### src/rtl/timer_counter_ctrl.sv
// Prescaled up/down timer with sticky overflow/underflow flags and IRQ.
// Optional build macro TIMER_AUTO_RELOAD_EN: wraps reload TDR_IN.
module timer_counter_ctrl #(
    parameter int WIDTH = 8
) (
    input  logic             PCLK,
    input  logic             PRESET,
    input  logic             EN_IN,
    input  logic             DIR_IN,
    input  logic [1:0]       CLK_SEL_IN,
    input  logic             LOAD_IN,
    input  logic [WIDTH-1:0] TDR_IN,
    input  logic [1:0]       CLR_IN,
    input  logic [1:0]       IE_IN,
    output logic [WIDTH-1:0] TCNT_OUT,
    output logic [1:0]       TSR_OUT,
    output logic             IRQ_OUT
);

    localparam logic [WIDTH-1:0] ONE  = WIDTH'(1);
    localparam logic [WIDTH-1:0] ZERO = '0;
    localparam logic [WIDTH-1:0] MAXV = '1;

    logic [3:0]       presc;
    logic [3:0]       div_m1;
    logic             tick;
    logic             at_max;
    logic             at_min;
    logic             ovf_evt;
    logic             undf_evt;
    logic [WIDTH-1:0] wrap_up;
    logic [WIDTH-1:0] wrap_dn;

    // Terminal prescaler count for the selected divisor
    always_comb begin
        div_m1 = 4'd1;
        case (CLK_SEL_IN)
            2'd0:    div_m1 = 4'd1;
            2'd1:    div_m1 = 4'd3;
            2'd2:    div_m1 = 4'd7;
            default: div_m1 = 4'd15;
        endcase
    end

    // >= lets a shrinking divisor fire at once instead of rolling over
    always_comb begin
        tick     = EN_IN && (presc >= div_m1);
        at_max   = (TCNT_OUT == MAXV);
        at_min   = (TCNT_OUT == ZERO);
        ovf_evt  = tick && !LOAD_IN && !DIR_IN && at_max;
        undf_evt = tick && !LOAD_IN &&  DIR_IN && at_min;
`ifdef TIMER_AUTO_RELOAD_EN
        wrap_up  = TDR_IN;
        wrap_dn  = TDR_IN;
`else
        wrap_up  = ZERO;
        wrap_dn  = MAXV;
`endif
    end

    // Prescaler: restarts on reset, load or tick; holds while disabled
    always_ff @(posedge PCLK) begin
        if (PRESET) begin
            presc <= 4'd0;
        end else if (LOAD_IN) begin
            presc <= 4'd0;
        end else if (tick) begin
            presc <= 4'd0;
        end else if (EN_IN) begin
            presc <= presc + 4'd1;
        end
    end

    // Counter: load beats tick; wraps go to the build-selected value
    always_ff @(posedge PCLK) begin
        if (PRESET) begin
            TCNT_OUT <= ZERO;
        end else if (LOAD_IN) begin
            TCNT_OUT <= TDR_IN;
        end else if (tick) begin
            if (DIR_IN) begin
                TCNT_OUT <= at_min ? wrap_dn : TCNT_OUT - ONE;
            end else begin
                TCNT_OUT <= at_max ? wrap_up : TCNT_OUT + ONE;
            end
        end
    end

    // Sticky flags: clear by strobe, a same-cycle set wins
    always_ff @(posedge PCLK) begin
        if (PRESET) begin
            TSR_OUT <= 2'b00;
        end else begin
            TSR_OUT <= (TSR_OUT & ~CLR_IN) | {undf_evt, ovf_evt};
        end
    end

    // Interrupt straight from the registered flags
    always_comb begin
        IRQ_OUT = |(TSR_OUT & IE_IN);
    end

endmodule

### config.mk
export PLATFORM = sky130hd
export DESIGN_NAME = timer_counter_ctrl
export DESIGN_NICKNAME = d
export VERILOG_FILES = /design/src/rtl/timer_counter_ctrl.sv
export SDC_FILE = /design/constraint.sdc
export NUM_CORES = 1
export LEC_CHECK = 0
export CORE_ASPECT_RATIO = 1.5
export CORE_MARGIN = 8
export CORE_UTILIZATION = 40
export DETAILED_ROUTE_END_ITERATION = 10
export PLACE_DENSITY = 0.68
export SYNTH_ARGS = -nofsm -noshare
export SYNTH_HDL_FRONTEND = slang
export SYNTH_SLANG_ARGS = --single-unit
### constraint.sdc
create_clock -name PCLK -period 3.2 [get_ports PCLK]
set_clock_uncertainty 0.2 [all_clocks]
set_input_delay 0.96 -clock PCLK [delete_from_list [all_inputs] [get_ports PCLK]]
set_output_delay 0.96 -clock PCLK [all_outputs]
set_load 0.02 [all_outputs]
==> reports/results.ini <==
[placed_design]
gp_congestion=0.9387
dp.cells=209
hpwl_microns=2663
dp_slack_ns=-0.1220
place_area_sq_mm=0.001510
numPortBuffers=29

[run]
drv_cap=0

[cells_and_area]
final_nets=201
n_antenna_cell=0
final_util_pct=55.41
final_area_sq_mm=0.001564
drive_above_1_share_pct=9.770
multiInputGateArea_sq_um=789.5
area_growth_pct=34.84
regArea_sq_um=280.3
fin_cells=213
fillers=283

[timing]
drv_slew=0
fmax_mhz=327.1
setup_tns_ns=0
slew_headroom_pct=70.28
tightest_slew_ns=0.4452
final.min_clock_period_ns=3.057
period_share_pct=95.53
finalSetupViolations=0
hold-worst-slack_ns=0.2886
hold_violations=0
rsz0062_at_grt=false
worst_slack_ns=0.1430

[synthesis]
syn_area_per_cell_sq_um=8.111
synth-seq-area-share_pct=24.16
synth_warnings=0
synthCells=143
synth-main-ff-cell=dfxtp_1
synth_area_sq_mm=0.001160
ys_types=53
synth_top_area_cell=dfxtp_1
syn_nets=169
ys_async_sr_fraction_pct=0
yosysMostFrequentCell=dfxtp_1
yosys-top-cells-count=dfxtp_1 (14), inv_1 (9), a21oi_1 (8), clkbuf_1 (8)
ys_top_cells_by_area=dfxtp_1 (24%), ha_1 (7.6%), a21oi_1 (3.5%), nand3_1 (3.0%), o221ai_1 (3.0%)
synth_edf_count=0
ys_seq_elements=14
yosysTopAreaCellShare_pct=24.16

[pwr]
vdd_ir_drop_max_mv=0.3063
p_leak_nw=0.5884
power.density_mw_per_mm2=336.6
power_uw=526.4

[cts]
cts_buffer_depth=2
root_buffer=clkbuf_8
clk_latency_ns=0.25
clk_pin_slew_ns=0.06
htreeDepth=1
cts_tree=yes
cts.sinks=14
cts_buffers=3
post_cts_buffers=0

[route]
routedWlPerCell_microns=15.88
vias=1238
dr.first_iter.drc_count=41
drt-pass1-iter-count=4
routed_wl_microns=3383
viasPerCell=5.812
drc=0
ant_nets=0

[worst_setup_path]
start_kind=primary input
critPathMaxStageDelay_ns=0.40
reg2reg_slack_ns=0.88
reg2reg_to=TCNT_OUT[2]$_SDFFE_PP0P_
worstPathArrival_ns=1.90
path_max_fanout=1
crit_chain=clkdlybuf4s50_1 > a22o_1 > dlygate4sd2_1
worstSetupEndpointType=output port
critPathKind=primary input to output port
r2r_cells=6
path_delay_family=buffers and inverters
cp_num_buf_inv=2
crit_slowest_cell=clkdlybuf4s50_1
worstPathRequired_ns=2.04
timing.rr.start=TCNT_OUT[0]$_SDFFE_PP0P_

[floorplan]
dieArea_sq_mm=0.004914
die_w_microns=59.97
start_util_pct=41.09
core-area_sq_mm=0.002823
die_h_microns=81.95
io_pins=30
num_rows=24

[global_route]
grt_pass1_wl_microns=5637
grt_pass1_vias=1247
antenna_found_initial=0
grt_overflow_total=0
track_usage_pct=14.91
grt_max_degree=15

[min_path]
whs_path_depth=2
hp-class=flip-flop to flip-flop
worstHoldEndpoint=TSR_OUT[0]$_SDFF_PP0_
min_from=TSR_OUT[0]$_SDFF_PP0_

[status]
status=finished, final reports clean

[cells in the final DEF (no fill, tap or decap), drive strengths merged, types with 2 or more instances in the layout]
cell type,instances
a21o,2
a21oi,8
a221oi,2
a22o,2
a311oi,2
buf,9
clkbuf,4
clkdlybuf4s50,28
dfxtp,14
ha,7
inv,9
mux2i,2
nand2,7
nand2b,2
nand3,7
nand4,2
nor2,7
nor2b,2
nor3,6
nor4b,3
o211ai,2
o21a,3
o21ai,5
o221ai,4
o311a,2
or3,5
xnor2,2
xor2,3
[worst min-delay path: stages (launching register included)]
cell      delay, ns
dfxtp_1        0.32
nand2b_1       0.07
a21oi_1        0.05
[worst max path at each step]
| stage | start | end | slack, ns | cells after the start |
|---|---|---|---|---|
| floorplan | CLK_SEL_IN[0] | TCNT_OUT[0]$_SDFFE_PP0P_ | 0.62 | 7 |
| global placement | IE_IN[0] | IRQ_OUT | -0.10 | 3 |
| detailed placement | IE_IN[0] | IRQ_OUT | -0.12 | 3 |
| CTS | IE_IN[0] | IRQ_OUT | 0.14 | 3 |
| global route | CLK_SEL_IN[1] | TCNT_OUT[7]$_SDFFE_PP0P_ | 0.10 | 8 |
| finish | IE_IN[0] | IRQ_OUT | 0.14 | 3 |
[layer usage]
metal  vias to the layer above  global-route usage [%]  share of wire (%)
met1                       580                   14.49                 36
li1                        609                       -                  -
met5                         -                       0                  0
met4                         0                   9.353                2.0
met2                        42                   26.76                 55
met3                         7                   4.232                6.7
[final cells by class]
class | count | share of cell area [%]
multi-input cells | 109 | 50.48
clock buffers | 4 | 3.520
repair buffers | 38 | 22.80
inverters | 9 | 2.160
flip-flops and latches | 14 | 17.92
well taps | 39 | 3.120
[power breakdown]
group          leakage [nW]  internal, mW  switching (mW)
logic                 0.445        0.0756          0.0705
clock network        0.0288         0.109          0.0688
registers             0.115         0.183          0.0196
total                 0.588         0.367           0.159
[cell families after synthesis]
family          count (synthesis)  share of synthesized area, %
xor+xnor                        5                         3.776
buf+inv                        20                         7.766
fa+ha+maj                       7                         7.551
flops                          14                         24.16
simple gates                   51                         25.46
mux                             2                         1.726
compound gates                 44                         29.56
[registers in the layout, indices dropped and copies added (netlist names)]
signal,count
TCNT_OUT,8
presc,4
TSR_OUT,2
[what timing repair did]
item / 4_1_cts / 5_1_grt
gates resized for setup: 1 / 0
hold buffers: 0 / 0
endpoints found under the setup margin: 1 / 0
Power figures use the tool's default switching activity.
